$ cat src/rtl/lcd_pkg.sv
// Shared types and constants for the HD44780-style LCD write sequencer.
// LCD_INIT_EN (see lcd_ctrl) makes use of the init command helper below.
package lcd_pkg;

   typedef enum logic [2:0] {
      StPwron,
      StIdle,
      StSetup,
      StPulse,
      StHold,
      StWait
   } lcd_state_e;

   localparam int unsigned LCD_ON_BIT = 31;
   localparam int unsigned LCD_EN_BIT = 10;
   localparam int unsigned LCD_RS_BIT = 9;
   localparam int unsigned LCD_RW_BIT = 8;

   localparam logic [7:0] CMD_FUNC_SET = 8'h38;
   localparam logic [7:0] CMD_DISP_ON  = 8'h0C;
   localparam logic [7:0] CMD_CLEAR    = 8'h01;
   localparam logic [7:0] CMD_ENTRY    = 8'h06;

   // Clear (0x01) and home (0x02/0x03) need the long execution wait.
   function automatic logic is_long_cmd(input logic rs, input logic [7:0] data);
      return !rs && (data[7:2] == 6'd0);
   endfunction

   function automatic logic [7:0] init_cmd(input logic [1:0] idx);
      logic [7:0] cmd;
      unique case (idx)
         2'd0:    cmd = CMD_FUNC_SET;
         2'd1:    cmd = CMD_DISP_ON;
         2'd2:    cmd = CMD_CLEAR;
         default: cmd = CMD_ENTRY;
      endcase
      return cmd;
   endfunction

endpackage

$ cat src/rtl/lcd_ctrl_if.sv
// Request handshake between the LSU I/O space and the LCD sequencer.
interface lcd_ctrl_if;
   logic       req_valid;
   logic       req_ready;
   logic       req_rs;
   logic [7:0] req_data;

   modport master (output req_valid, output req_rs, output req_data, input req_ready);
   modport slave  (input req_valid, input req_rs, input req_data, output req_ready);
endinterface

$ cat src/rtl/lcd_cyc_timer.sv
// Loadable down-counter; done_o is high while the count sits at zero.
module lcd_cyc_timer #(
   parameter int unsigned     Width  = 8,
   parameter logic [Width-1:0] RstVal = '0
) (
   input  logic             clk_i,
   input  logic             rst_ni,
   input  logic             load_i,
   input  logic [Width-1:0] load_val_i,
   output logic             done_o
);

   logic [Width-1:0] cnt_q, cnt_d;

   always_comb begin
      cnt_d = cnt_q;
      if (load_i) begin
         cnt_d = load_val_i;
      end else if (cnt_q != '0) begin
         cnt_d = cnt_q - 1'b1;
      end
   end

   always_ff @(posedge clk_i) begin
      if (!rst_ni) begin
         cnt_q <= RstVal;
      end else begin
         cnt_q <= cnt_d;
      end
   end

   assign done_o = (cnt_q == '0);

endmodule

$ cat src/rtl/lcd_ctrl.sv
// HD44780 write sequencer: SETUP -> PULSE -> HOLD -> WAIT per accepted byte.
// Define LCD_INIT_EN to add the power-on wait and automatic init command sequence.
module lcd_ctrl
   import lcd_pkg::*;
#(
   parameter int unsigned T_SETUP_CYC = 2,
   parameter int unsigned T_EN_CYC    = 12,
   parameter int unsigned T_HOLD_CYC  = 2,
   parameter int unsigned T_EXEC_CYC  = 2000,
   parameter int unsigned T_LONG_CYC  = 82000,
   parameter int unsigned T_PWRON_CYC = 750000
) (
   input  logic        clk_i,
   input  logic        rst_ni,
   lcd_ctrl_if.slave   bus,
   input  logic        lcd_on_i,
   output logic        busy_o,
   output logic [31:0] io_lcd_o
);

   localparam int unsigned CntW = $clog2(T_PWRON_CYC) + 1;

   localparam logic [CntW-1:0] SetupLd = CntW'(T_SETUP_CYC - 1);
   localparam logic [CntW-1:0] EnLd    = CntW'(T_EN_CYC - 1);
   localparam logic [CntW-1:0] HoldLd  = CntW'(T_HOLD_CYC - 1);
   localparam logic [CntW-1:0] ExecLd  = CntW'(T_EXEC_CYC - 1);
   localparam logic [CntW-1:0] LongLd  = CntW'(T_LONG_CYC - 1);

`ifdef LCD_INIT_EN
   localparam lcd_state_e      RstState = StPwron;
   localparam logic            RstReady = 1'b0;
   localparam logic [CntW-1:0] TmrRst   = CntW'(T_PWRON_CYC - 1);
`else
   localparam lcd_state_e      RstState = StIdle;
   localparam logic            RstReady = 1'b1;
   localparam logic [CntW-1:0] TmrRst   = '0;
`endif

   lcd_state_e      state_q, state_d;
   logic            rs_q, rs_d;
   logic [7:0]      data_q, data_d;
   logic            en_q, en_d;
   logic            ready_q, ready_d;
   logic            on_q;
   logic            tmr_load;
   logic [CntW-1:0] tmr_val;
   logic            tmr_done;
   logic            accept;

`ifdef LCD_INIT_EN
   logic       init_q, init_d;
   logic [1:0] init_idx_q, init_idx_d;
`endif

   lcd_cyc_timer #(
      .Width  (CntW),
      .RstVal (TmrRst)
   ) u_timer (
      .clk_i      (clk_i),
      .rst_ni     (rst_ni),
      .load_i     (tmr_load),
      .load_val_i (tmr_val),
      .done_o     (tmr_done)
   );

   assign accept = bus.req_valid && ready_q;

   always_comb begin
      state_d  = state_q;
      rs_d     = rs_q;
      data_d   = data_q;
      en_d     = en_q;
      tmr_load = 1'b0;
      tmr_val  = '0;
`ifdef LCD_INIT_EN
      init_d     = init_q;
      init_idx_d = init_idx_q;
`endif
      unique case (state_q)
         StPwron: begin
`ifdef LCD_INIT_EN
            if (tmr_done) begin
               rs_d     = 1'b0;
               data_d   = init_cmd(2'd0);
               state_d  = StSetup;
               tmr_load = 1'b1;
               tmr_val  = SetupLd;
            end
`else
            state_d = StIdle;
`endif
         end
         StIdle: begin
            if (accept) begin
               rs_d     = bus.req_rs;
               data_d   = bus.req_data;
               state_d  = StSetup;
               tmr_load = 1'b1;
               tmr_val  = SetupLd;
            end
         end
         StSetup: begin
            if (tmr_done) begin
               en_d     = 1'b1;
               state_d  = StPulse;
               tmr_load = 1'b1;
               tmr_val  = EnLd;
            end
         end
         StPulse: begin
            if (tmr_done) begin
               en_d     = 1'b0;
               state_d  = StHold;
               tmr_load = 1'b1;
               tmr_val  = HoldLd;
            end
         end
         StHold: begin
            if (tmr_done) begin
               state_d  = StWait;
               tmr_load = 1'b1;
               tmr_val  = is_long_cmd(rs_q, data_q) ? LongLd : ExecLd;
            end
         end
         StWait: begin
            if (tmr_done) begin
`ifdef LCD_INIT_EN
               if (init_q && (init_idx_q != 2'd3)) begin
                  init_idx_d = 2'(init_idx_q + 2'd1);
                  rs_d       = 1'b0;
                  data_d     = init_cmd(init_idx_d);
                  state_d    = StSetup;
                  tmr_load   = 1'b1;
                  tmr_val    = SetupLd;
               end else begin
                  init_d  = 1'b0;
                  state_d = StIdle;
               end
`else
               state_d = StIdle;
`endif
            end
         end
         default: state_d = RstState;
      endcase
      ready_d = (state_d == StIdle);
   end

   // Reset clears EN at once, so an interrupted pulse never resumes.
   always_ff @(posedge clk_i) begin
      if (!rst_ni) begin
         state_q <= RstState;
         rs_q    <= 1'b0;
         data_q  <= 8'h00;
         en_q    <= 1'b0;
         ready_q <= RstReady;
         on_q    <= 1'b0;
      end else begin
         state_q <= state_d;
         rs_q    <= rs_d;
         data_q  <= data_d;
         en_q    <= en_d;
         ready_q <= ready_d;
         on_q    <= lcd_on_i;
      end
   end

`ifdef LCD_INIT_EN
   always_ff @(posedge clk_i) begin
      if (!rst_ni) begin
         init_q     <= 1'b1;
         init_idx_q <= 2'd0;
      end else begin
         init_q     <= init_d;
         init_idx_q <= init_idx_d;
      end
   end
`endif

   assign bus.req_ready = ready_q;
   assign busy_o        = ~ready_q;

   always_comb begin
      io_lcd_o             = '0;
      io_lcd_o[LCD_ON_BIT] = on_q;
      io_lcd_o[LCD_EN_BIT] = en_q;
      io_lcd_o[LCD_RS_BIT] = rs_q;
      io_lcd_o[LCD_RW_BIT] = 1'b0;
      io_lcd_o[7:0]        = data_q;
   end

endmodule

$ cat src/flat_wrapper.sv
// flat-port wrapper written by rule: the top's interface ports become plain ports
module lcd_ctrl_flat import lcd_pkg::*;
#(
   parameter int unsigned T_SETUP_CYC = 2,
   parameter int unsigned T_EN_CYC    = 12,
   parameter int unsigned T_HOLD_CYC  = 2,
   parameter int unsigned T_EXEC_CYC  = 2000,
   parameter int unsigned T_LONG_CYC  = 82000,
   parameter int unsigned T_PWRON_CYC = 750000
)
  (clk_i, rst_ni, lcd_on_i, busy_o, io_lcd_o, bus_req_valid, bus_req_rs, bus_req_data, bus_req_ready);
  lcd_ctrl_if bus_i ();
  input  logic clk_i;
  input  logic rst_ni;
  input  logic lcd_on_i;
  output logic busy_o;
  output logic [31:0] io_lcd_o;
  input wire logic [$bits(bus_i.req_valid)-1:0] bus_req_valid;
  input wire logic [$bits(bus_i.req_rs)-1:0] bus_req_rs;
  input wire logic [$bits(bus_i.req_data)-1:0] bus_req_data;
  output wire logic [$bits(bus_i.req_ready)-1:0] bus_req_ready;
  assign bus_i.req_valid = bus_req_valid;
  assign bus_i.req_rs = bus_req_rs;
  assign bus_i.req_data = bus_req_data;
  assign bus_req_ready = bus_i.req_ready;
  lcd_ctrl #(.T_SETUP_CYC(T_SETUP_CYC), .T_EN_CYC(T_EN_CYC), .T_HOLD_CYC(T_HOLD_CYC), .T_EXEC_CYC(T_EXEC_CYC), .T_LONG_CYC(T_LONG_CYC), .T_PWRON_CYC(T_PWRON_CYC)) u_core (.clk_i(clk_i), .rst_ni(rst_ni), .bus(bus_i), .lcd_on_i(lcd_on_i), .busy_o(busy_o), .io_lcd_o(io_lcd_o));
endmodule
$ cat config.mk
export PLATFORM = sky130hd
export DESIGN_NAME = lcd_ctrl_flat
export DESIGN_NICKNAME = d
export VERILOG_FILES = /design/src/rtl/lcd_pkg.sv /design/src/rtl/lcd_ctrl_if.sv /design/src/rtl/lcd_cyc_timer.sv /design/src/rtl/lcd_ctrl.sv /design/src/flat_wrapper.sv
export SDC_FILE = /design/constraint.sdc
export NUM_CORES = 1
export LEC_CHECK = 0
export BUFFER_PORTS_ARGS = -buffer_cell sky130_fd_sc_hd__buf_2
export CORE_UTILIZATION = 35
export CTS_BUF_LIST = sky130_fd_sc_hd__clkbuf_4 sky130_fd_sc_hd__clkbuf_8
export DETAILED_ROUTE_END_ITERATION = 8
export HOLD_SLACK_MARGIN = 0.15
export MAX_ROUTING_LAYER = met4
export PLACE_DENSITY = 0.63
export RECOVER_POWER = 25
export SLEW_MARGIN = 20
export SYNTH_ARGS = -nofsm -noshare
export SYNTH_HDL_FRONTEND = slang
export SYNTH_HIERARCHICAL = 1
export SYNTH_SLANG_ARGS = --single-unit
$ cat constraint.sdc
create_clock -name clk_i -period 3.5 [get_ports clk_i]
set_clock_uncertainty 0.1 [all_clocks]
set_input_delay 0.7 -clock clk_i [delete_from_list [all_inputs] [get_ports clk_i]]
set_output_delay 0.7 -clock clk_i [all_outputs]
set_load 0.005 [all_outputs]
==> flow_summary_export.csv, run 1 <==
group,metric,value,unit
die,die_h,78.9,um
die,die_x,78.9,um
clocking,numCtsBuffers,5,
synthesis,ys.flop_type,"dfxtp_1",
power,cellInternalPower,1.15,mW
worst_hold_path,hold_path.class,"flop to flop",
place,hpwl,2.70,mm
route,drtIter0Drc,81,
die,start_util,36.9,%
sta,timing.final.hold_violations,0,
global_route,gr-total-overflow,0,
cells_and_area,final_util,40.1,%
critical_path,regToRegEndpoint,"u_core/u_timer/cnt_q[13]",
power,ir_worst_vdd,0.343,mV
sta,timing.final.crit_share,89.9,%
synthesis,synth_mux_area_share,4.84,%
global_route,grtUsageTotal,12.9,%
power,clock_power_share,14.8,%
clocking,clkSinkCount,36,
route,postRouteAntennaNets,0,
synthesis,synth_cell_types,46,
status,status,"finished, final reports clean",
critical_path,startpoint_type,"flop",
synthesis,avgSynthCellArea,8.40,um2
power,switching_share,42.0,%
critical_path,crit_fanout,15,
clocking,htree_levels,2,
critical_path,r2r_cells,9,
sta,fmax,0.318,GHz
die,io_pins,47,
sta,drv_slew,0,
sta,post-route-min-period,3.15,ns
cells_and_area,final_nets,290,
route,num_vias,1605,
critical_path,critPathMaxStageDelay,0.58,ns
worst_hold_path,hold_end,"u_core/data_q[0]",
synthesis,synthXorXnorAreaFrac,8.05,%
global_route,grt_max_degree,35,
power,p_comb_share,50.3,%
clocking,cts-root-buf,"clkbuf_8",
critical_path,crit_top_cell,"or3_1",
route,drcViolationCount,0,
critical_path,crit_type,"flop to flop",
critical_path,required,3.56,ns
place,io_buffers,25,
synthesis,ys_seq_elements,36,
route,totalWireLength,3.77,mm
synthesis,synthCells,246,
cells_and_area,drive_above_1_share,15.9,%
synthesis,synthAdderAreaFrac,1.21,%
synthesis,synth-simple-area-share,26.9,%
die,die-area,6220,um2
critical_path,worstPathArrival,3.20,ns
route,vias_per_cell,4.61,
power,p_leak,0.960,nW
critical_path,critical_path.cell_chain,"or4_1, or3_1, nor2_2, nand4bb_1, inv_2, or3_1, inv_1, o211ai_2, o21ai_0",
sta,setup_viol,0,
critical_path,cpMaxStageDelayCell,"or4_1",
power,seqPwrFrac,34.9,%
global_route,first_global_vias,1379,
route,drtPass1Iterations,4,
critical_path,rr_startpoint,"u_core/u_timer/cnt_q[5]",
worst_hold_path,worstHoldStart,"u_core/data_q[0]",
synthesis,synth_top_family_by_area,"simple AND/OR/NAND/NOR gates",
place,gp_congestion,0.801,
global_route,antenna_found_initial,0,
cells_and_area,num_antenna_cells,0,
worst_hold_path,hold_path_depth,2,
power,power_density,883,nW/um2
synthesis,ys_seq_area_share,34.9,%
clocking,ctsHoldBuffers,0,
clocking,clk_pin_slew,0.08,ns
synthesis,synth-compound-area-share,10.4,%
global_route,grt_pass1_wl,6.15,mm
critical_path,rrSetupSlack,0.35,ns
clocking,cts_buffer_depth,2,
clocking,clock_latency,0.29,ns
sta,rsz0062_at_grt,"no",
synthesis,ys_warn_count,6,
synthesis,async_flop_share,0,%
sta,tns,0,ns
synthesis,synth-edff-count,0,
clocking,cts_setup_buffers,0,
die,core_area,5610,um2
clocking,cts_tree,"yes",
critical_path,end_kind,"flop",
synthesis,syn_area,2070,um2
power,p_switching,0.834,mW
route,routedWlPerCell,10.8,um
die,rows,27,
cells_and_area,final_common_cell,"nand2_1",
sta,slew_headroom,16.1,%
sta,max_slew.worst_pin.slew,1.26,ns
cells_and_area,mostFrequentLayoutCells,"45 x nand2_1, 36 x dfxtp_1, 31 x conb_1, 23 x buf_2, 17 x o21ai_0",
flow_run,cap_violations,0,
clocking,post_cts_resized,0,
cells_and_area,area_growth,8.84,%
==> metal layers <==
metal,vias up,wire (um),GRT usage (%)
li1,839,-,-
met1,723,1920,16.4
met2,37,1660,19.8
met3,6,148,3.22
met4,0,44,4.36
met5,-,0,-
==> area by class of cell <==
cell class | count | area [um2]
Multi-Input combinational cell | 198 | 1180
Timing Repair Buffer | 29 | 153
Inverter | 5 | 18.8
Sequential cell | 36 | 721
Clock buffer | 5 | 68.8
Clock inverter | 3 | 18.8
Fill cell | 586 | 3360
Tap cell | 72 | 90.1
==> worst max-delay path: cells and delay by family, from the launching register on <==
family	cells	cell delay (ns)
buffers and inverters	2	0.28
AOI/OAI and AO/OA	2	0.45
DFF	1	0.35
and+or+nand+nor	5	1.82
==> cells in the mapped netlist, types with 3 or more instances <==
| library cell | count | share of area (%) |
|---|---|---|
| mux2i_1 | 10 | 4.8 |
| dfxtp_1 | 36 | 35 |
| clkbuf_1 | 7 | 1.3 |
| and2_1 | 4 | 1.2 |
| xor2_1 | 5 | 2.1 |
| o21ai_0 | 17 | 4.1 |
| nor4_1 | 4 | 1.2 |
| buf_6 | 3 | 1.6 |
| buf_4 | 26 | 9.4 |
| nand3_1 | 3 | 0.73 |
| nand2_1 | 45 | 8.2 |
| inv_1 | 4 | 0.73 |
| xnor2_1 | 14 | 5.9 |
| nor3_1 | 10 | 2.4 |
| a21oi_1 | 5 | 1.2 |
| nand2b_1 | 4 | 1.2 |
| nor2_1 | 6 | 1.1 |
| or3_1 | 6 | 1.8 |
==> worst max path at each step <==
stage,from,end,depth (start not counted)
6_report,u_core/u_timer/cnt_q[5],u_core/u_timer/cnt_q[13],9
3_3_place_gp,u_core/u_timer/cnt_q[10],u_core/u_timer/cnt_q[6],9
3_5_place_dp,u_core/u_timer/cnt_q[5],u_core/u_timer/cnt_q[11],9
5_1_grt,u_core/u_timer/cnt_q[5],u_core/u_timer/cnt_q[4],9
2_1_floorplan,u_core/u_timer/cnt_q[10],u_core/u_timer/cnt_q[16],13
4_1_cts,u_core/u_timer/cnt_q[5],u_core/u_timer/cnt_q[13],9
==> through the flow <==
| step | instances | area (um2) | setup WS [ns] | power, mW | hold WS [ns] |
|---|---|---|---|---|---|
| global route | 348 | 2250 | 0.0661 | 2.16 | 0.377 |
| CTS | 348 | 2250 | 0.327 | 2.01 | 0.362 |
| detailed placement | 340 | 2160 | 0.337 | 1.70 | 0.345 |
| floorplan | 276 | 2180 | 0.360 | 1.55 | 0.349 |
| finish | 348 | 2250 | 0.353 | 1.99 | 0.362 |
| global placement | 340 | 2160 | 0.452 | 1.69 | 0.342 |
==> registers in the layout (all words and copies together) (netlist names) <==
register              flops
u_core/data_q             8
u_core/bus.req_ready      1
u_core/en_q               1
u_core/u_timer/cnt_q     21
u_core/rs_q               1
u_core/state_q            3
u_core/on_q               1
==> power by group through the flow <==
stage | Clock [mW] | Combinational, mW | Sequential (mW)
after detailed placement | 0 | 0.998 | 0.702
after global placement | 0 | 0.992 | 0.698
after global routing | 0.325 | 1.12 | 0.714
after CTS | 0.308 | 1.01 | 0.693
final | 0.294 | 0.999 | 0.694
after floorplan | 0 | 0.888 | 0.658
==> cells by family after synthesis <==
logic type | after synthesis
buffers and inverters | 42
XOR/XNOR | 19
flip-flops | 36
other | 1
AND/OR/NAND/NOR | 101
multiplexers | 10
AO/OA/AOI/OAI | 35
adder cells (fa/ha/maj) | 2
Power figures use the tool's default switching activity.
==> inputs of run 2 (changes only) <==
--- a/config.mk
+++ b/config.mk
@@ -8,10 +8,11 @@
 export BUFFER_PORTS_ARGS = -buffer_cell sky130_fd_sc_hd__buf_2
 export CORE_UTILIZATION = 35
 export CTS_BUF_LIST = sky130_fd_sc_hd__clkbuf_4 sky130_fd_sc_hd__clkbuf_8
+export CTS_CLUSTER_DIAMETER = 80
 export DETAILED_ROUTE_END_ITERATION = 8
 export HOLD_SLACK_MARGIN = 0.15
 export MAX_ROUTING_LAYER = met4
-export PLACE_DENSITY = 0.63
+export PLACE_DENSITY_LB_ADDON = 0.15
 export RECOVER_POWER = 25
 export SLEW_MARGIN = 20
 export SYNTH_ARGS = -nofsm -noshare
==> run 2 against run 1 <==
Compared with the run above: sequential share of layout area shrank 0.16 points; setup slack gained 0.058 ns; clock power grew 6%; global-route usage grew 0.89 points; sequential cell count is the same; design area grew 0.50%.
==> flow_summary_export.csv, run 2 (synthesis gave the netlist of run 1 again) <==
group,metric,value,unit
cells_and_area,num_antenna_cells,0,
power,power_density,895,nW/um2
cells_and_area,reg.largest.list,"u_core/u_timer/cnt_q: 21 flops, u_core/data_q: 8 flops, u_core/state_q: 3 flops",
status,status,"finished, final reports clean",
critical_path,required,3.54,ns
sta,post-route-min-period,3.09,ns
critical_path,startpoint_type,"flop",
clocking,clkSinkCount,36,
place,placed_area,2160,um2
sta,fmax,0.324,GHz
flow_run,cap_violations,0,
critical_path,crit_type,"flop to flop",
sta,rsz0062_at_grt,"no",
critical_path,crit_fanout,15,
route,drtPass1Iterations,4,
die,rows,27,
cells_and_area,mostFrequentLayoutCells,"45 x nand2_1, 36 x dfxtp_1, 31 x conb_1, 24 x buf_2, 17 x o21ai_0",
clocking,cts_buffer_depth,2,
clocking,cts_tree,"yes",
critical_path,worstPathArrival,3.13,ns
power,p_leak,0.964,nW
cells_and_area,multi_input_area,1180,um2
clocking,clk_pin_slew,0.07,ns
sta,timing.final.hold_violations,0,
sta,slew_headroom,15.7,%
clocking,ctsHoldBuffers,0,
global_route,grt_max_degree,35,
critical_path,cpMaxStageDelayCell,"or4_4",
place,gp_congestion,0.752,
critical_path,critical_path.cell_chain,"or4_4, or3_1, nor2_2, nand4bb_1, inv_2, or3_1, inv_1, o211ai_2, o21ai_0",
die,die_x,78.9,um
worst_hold_path,hold_path.class,"flop to flop",
cells_and_area,final_util,40.3,%
cells_and_area,area_growth,9.38,%
critical_path,critPathMaxStageDelay,0.56,ns
clocking,numCtsBuffers,5,
route,drcViolationCount,0,
cells_and_area,final_cells,348,
sta,timing.final.crit_share,88.3,%
clocking,htree_levels,2,
sta,max_slew.worst_pin.slew,1.26,ns
route,totalWireLength,3.89,mm
cells_and_area,drive_above_1_share,16.3,%
place,io_buffers,25,
sta,drv_slew,0,
power,ir_worst_vdd,0.319,mV
global_route,first_global_vias,1416,
cells_and_area,final_common_cell,"nand2_1",
route,postRouteAntennaNets,0,
die,core_area,5610,um2
cells_and_area,n_fill_cell,608,
sta,tns,0,ns
clocking,clock_latency,0.28,ns
route,num_vias,1579,
cells_and_area,largest_reg_flops,21,
cells_and_area,seq_area,721,um2
die,io_pins,47,
clocking,cts-root-buf,"clkbuf_8",
sta,setup_viol,0,
place,hpwl,2.81,mm
global_route,antenna_found_initial,0,
cells_and_area,regMostFlops,"u_core/u_timer/cnt_q",
clocking,cts_setup_buffers,0,
global_route,grtUsageTotal,13.7,%
critical_path,crit_top_cell,"or3_1",
die,die-area,6220,um2
route,routedWlPerCell,11.2,um
place,dp.cells,340,
cells_and_area,finalInstanceArea,2260,um2
route,vias_per_cell,4.54,
die,die_h,78.9,um
route,drtIter0Drc,64,
global_route,grt_pass1_wl,6.55,mm
cells_and_area,final_nets,290,
clocking,post_cts_resized,0,
critical_path,end_kind,"flop",
global_route,gr-total-overflow,0,
power,finalPower,2.02,mW
die,start_util,36.9,%
run 2: cell count changes in the layout (fill, tap and decap cells not counted), sizes merged:
cell      change
clkbuf        +1
clkinv        -3
clkinvlp      +1
buf           +1
run 2: area by class of cell:
cell class | count | share of cell area (%)
clock buffer | 7 | 3.98
sequential | 36 | 31.9
tap | 72 | 3.98
inverter | 5 | 0.830
multi-input combinational | 198 | 52.2
clock inverter | 1 | 0.332
timing repair buffer | 29 | 6.81
run 2: worst paths after layout:
check        slack [ns]                      from                       to  depth (start not counted)
max                0.41  u_core/u_timer/cnt_q[10]  u_core/u_timer/cnt_q[4]                          9
min reg2reg        0.37          u_core/data_q[0]         u_core/data_q[0]                          2
max reg2reg        0.41  u_core/u_timer/cnt_q[10]  u_core/u_timer/cnt_q[4]                          9
min                0.37          u_core/data_q[0]         u_core/data_q[0]                          2
run 2: critical path, delay by kind of cell, from the launching register on:
family | cells | cell delay [ns]
AND/OR/NAND/NOR | 5 | 1.73
AO/OA/AOI/OAI | 2 | 0.47
flip-flops | 1 | 0.35
buffers and inverters | 2 | 0.28
run 2: power breakdown:
part,internal (mW),switching (mW),total (mW),leakage [nW]
clock,0.168,0.145,0.313,0.0479
sequential,0.549,0.143,0.693,0.296
combinational,0.467,0.551,1.02,0.620
run 2: metrics by stage:
step	setup WS, ns	hold slack [ns]
after detailed placement	0.387	0.349
after global placement	0.465	0.343
after global routing	0.156	0.381
after floorplan	0.360	0.349
final	0.411	0.366
after CTS	0.375	0.361
run 2: per-layer routing:
metal,vias up,part of all wire [%],global-route usage (%)
li1,841,-,-
met5,-,0,-
met3,2,4.2,3.79
met4,0,0.39,3.82
met2,37,43,21.0
met1,699,52,17.8
==> inputs of run 3 (changes only) <==
--- a/config.mk
+++ b/config.mk
@@ -17,5 +17,4 @@
 export SLEW_MARGIN = 20
 export SYNTH_ARGS = -nofsm -noshare
 export SYNTH_HDL_FRONTEND = slang
-export SYNTH_HIERARCHICAL = 1
 export SYNTH_SLANG_ARGS = --single-unit
==> run 3 against run 2 <==
Compared with the run above: synthesized area shrank 5.1%; combinational power grew 9.8%; power rose by 1.3%; clock-buffer cell count fell by 1; register-to-register slack gained 0.61 ns; die area down 5.0%; non-clock buffer count shrank 3; clock power down 3%; synthesized cell count down 8.5%.
==> flow_summary_export.csv, run 3 <==
group,metric,value,unit
status,status,"finished, final reports clean",
sta,tns,0,ns
power,power_density,971,nW/um2
critical_path,rr_startpoint,"u_core.u_timer.cnt_q[0]",
synthesis,synthAdderAreaFrac,0.638,%
clocking,numCtsBuffers,5,
sta,rsz0062_at_grt,"no",
route,postRouteAntennaNets,0,
worst_hold_path,hold_end,"u_core.u_timer.cnt_q[11]",
global_route,gr-total-overflow,0,
cells_and_area,area_growth,7.72,%
cells_and_area,final_util,40.3,%
clocking,clkSinkCount,36,
power,p_leak,0.872,nW
critical_path,critPathMaxStageDelay,0.56,ns
synthesis,ys_seq_elements,36,
critical_path,rrSetupSlack,1.03,ns
clocking,htree_levels,2,
synthesis,synth_cell_types,50,
clocking,clk_pin_slew,0.08,ns
sta,post-route-min-period,2.47,ns
clocking,cts_setup_buffers,0,
clocking,cts-root-buf,"clkbuf_8",
place,gp_congestion,0.780,
synthesis,synthTopCellsByArea,"dfxtp_1 37%, buf_4 9.2%, nor2_1 5.0%",
worst_hold_path,hold_path.class,"flop to flop",
sta,setup_viol,0,
cells_and_area,n_fill_cell,551,
synthesis,yosys.area.top_type,"dfxtp_1",
worst_hold_path,worstHoldStart,"u_core.u_timer.cnt_q[11]",
place,io_buffers,25,
place,hpwl,2.75,mm
sta,fmax,0.404,GHz
power,ir_worst_vdd,0.398,mV
route,num_vias,1504,
die,die_x,76.8,um
cells_and_area,final_nets,258,
cells_and_area,final_cells,315,
synthesis,synth.cells.most_frequent,"36 x dfxtp_1, 26 x nor2_1, 24 x buf_4",
synthesis,synthXorXnorAreaFrac,6.25,%
synthesis,ys.flop_type,"dfxtp_1",
flow_run,cap_violations,0,
cells_and_area,multi_input_area,1060,um2
critical_path,crit_fanout,7,
cells_and_area,reg.largest.list,"u_core.u_timer.cnt_q: 21 flops, u_core.data_q: 8 flops, u_core.state_q: 3 flops",
route,vias_per_cell,4.77,
critical_path,critical_path.cell_chain,"inv_1, ha_1, or3b_2, nor4_4, nand2_2, o41ai_4, nor2_1",
synthesis,async_flop_share,0,%
cells_and_area,finalInstanceArea,2110,um2
die,rows,26,
critical_path,end_kind,"flop",
die,io_pins,47,
synthesis,synth-edff-count,0,
clocking,clock_latency,0.29,ns
place,dp.cells,307,
critical_path,worstPathArrival,2.53,ns
worst_hold_path,hold_path_depth,2,
synthesis,synth_mux_area_share,4.59,%
global_route,grt_pass1_wl,6.58,mm
clocking,ctsHoldBuffers,0,
critical_path,startpoint_type,"flop",
synthesis,ys_seq_area_share,36.8,%
sta,layout_setup_ws,1.03,ns
sta,timing.final.hold_violations,0,
sta,timing.final.crit_share,70.7,%
global_route,grt_max_degree,20,
place,placed_area,2020,um2
critical_path,regToRegEndpoint,"u_core.u_timer.cnt_q[2]",
global_route,antenna_found_initial,0,
synthesis,synth_top_family_by_area,"simple AND/OR/NAND/NOR gates",
cells_and_area,num_antenna_cells,0,
die,die_h,76.8,um
die,die-area,5910,um2
synthesis,avgSynthCellArea,8.71,um2
synthesis,synth-compound-area-share,13.6,%
global_route,first_global_vias,1467,
critical_path,cpMaxStageDelayCell,"or3b_2",
die,core_area,5240,um2
cells_and_area,seq_area,721,um2
route,drcViolationCount,0,
die,start_util,37.4,%
global_route,grtUsageTotal,14.4,%
route,totalWireLength,3.86,mm
synthesis,syn_area,1960,um2
cells_and_area,largest_reg_flops,21,
critical_path,r2r_cells,7,
synthesis,synthCells,225,
route,drtPass1Iterations,4,
route,drtIter0Drc,59,
clocking,post_cts_resized,0,
sta,max_slew.worst_pin.slew,0.654,ns
cells_and_area,final_common_cell,"dfxtp_1",
synthesis,synth.most_common_cell,"dfxtp_1",
clocking,cts_buffer_depth,2,
clocking,cts_tree,"yes",
synthesis,synth_top_area_share,36.8,%
sta,slew_headroom,56.2,%
cells_and_area,drive_above_1_share,18.8,%
synthesis,ys_warn_count,0,
route,routedWlPerCell,12.2,um
cells_and_area,regMostFlops,"u_core.u_timer.cnt_q",
critical_path,crit_type,"flop to flop",
sta,drv_slew,0,
cells_and_area,mostFrequentLayoutCells,"36 x dfxtp_1, 25 x nor2_1, 22 x buf_2, 21 x conb_1, 18 x a21oi_1",
critical_path,required,3.56,ns
synthesis,synth-simple-area-share,24.8,%
place,post-place-ws,1.01,ns
[run 3: cell types whose count changed after synthesis, sizes merged, moves of 3 or more]
cell / previous run / this run
xor2: 5 / 8
nand2: 45 / 11
o21ai: 18 / 7
clkbuf: 8 / 5
a21oi: 5 / 18
nand3: 3 / 6
nor2: 8 / 27
xnor2: 14 / 6
o21a: 1 / 4
[run 3: kinds of logic after synthesis]
family	count (synthesis)
simple gates	84
compound gates	40
buf+inv	40
flops	36
xor+xnor	14
mux	9
fa+ha+maj	1
other cells	1
[run 3: worst max-delay path: cells and delay by family (launching register included)]
kind                       cells  cell delay (ns)
adders and majority gates      1             0.19
and+or+nand+nor                4             1.16
AOI/OAI and AO/OA              1             0.49
buffers and inverters          1             0.09
DFF                            1             0.32
[run 3: routing by layer]
layer	up-vias	global-route usage (%)	part of all wire (%)	wire length [um]
li1	774	-	-	-
met1	682	17.5	49	1890
met2	43	22.4	45	1720
met3	5	3.69	5.2	202
met4	0	6.15	1.2	46
met5	-	-	0	0
[run 3: worst max path at each step]
stage / slack, ns / endpoint / cells past startpoint / start
2_1_floorplan: 1.24 / u_core.u_timer.cnt_q[2] / 8 / u_core.u_timer.cnt_q[0]
3_3_place_gp: 1.03 / u_core.u_timer.cnt_q[2] / 7 / u_core.u_timer.cnt_q[0]
3_5_place_dp: 1.01 / u_core.u_timer.cnt_q[2] / 7 / u_core.u_timer.cnt_q[0]
4_1_cts: 1.01 / u_core.u_timer.cnt_q[2] / 7 / u_core.u_timer.cnt_q[0]
5_1_grt: 0.77 / u_core.u_timer.cnt_q[20] / 7 / u_core.u_timer.cnt_q[0]
6_report: 1.03 / u_core.u_timer.cnt_q[2] / 7 / u_core.u_timer.cnt_q[0]
[run 3: metrics by stage]
step	hold WS [ns]	power, mW
after floorplan	0.331	1.59
after global placement	0.370	1.78
after detailed placement	0.347	1.76
after CTS	0.365	2.08
after global routing	0.400	2.24
final	0.362	2.05
[run 3: area by class of cell]
cell class / count / area share (%)
multi-input combinational: 169 / 50.2
sequential: 36 / 34.1
timing repair buffer: 26 / 6.10
tap: 70 / 4.15
clock buffer: 6 / 3.91
inverter: 6 / 1.07
clock inverter: 2 / 0.474
[run 3: where the power goes]
group / switching (mW) / internal, mW / leakage, nW
clock network: 0.148 / 0.157 / 0.0510
logic: 0.652 / 0.467 / 0.526
registers: 0.100 / 0.526 / 0.295
total: 0.900 / 1.15 / 0.872
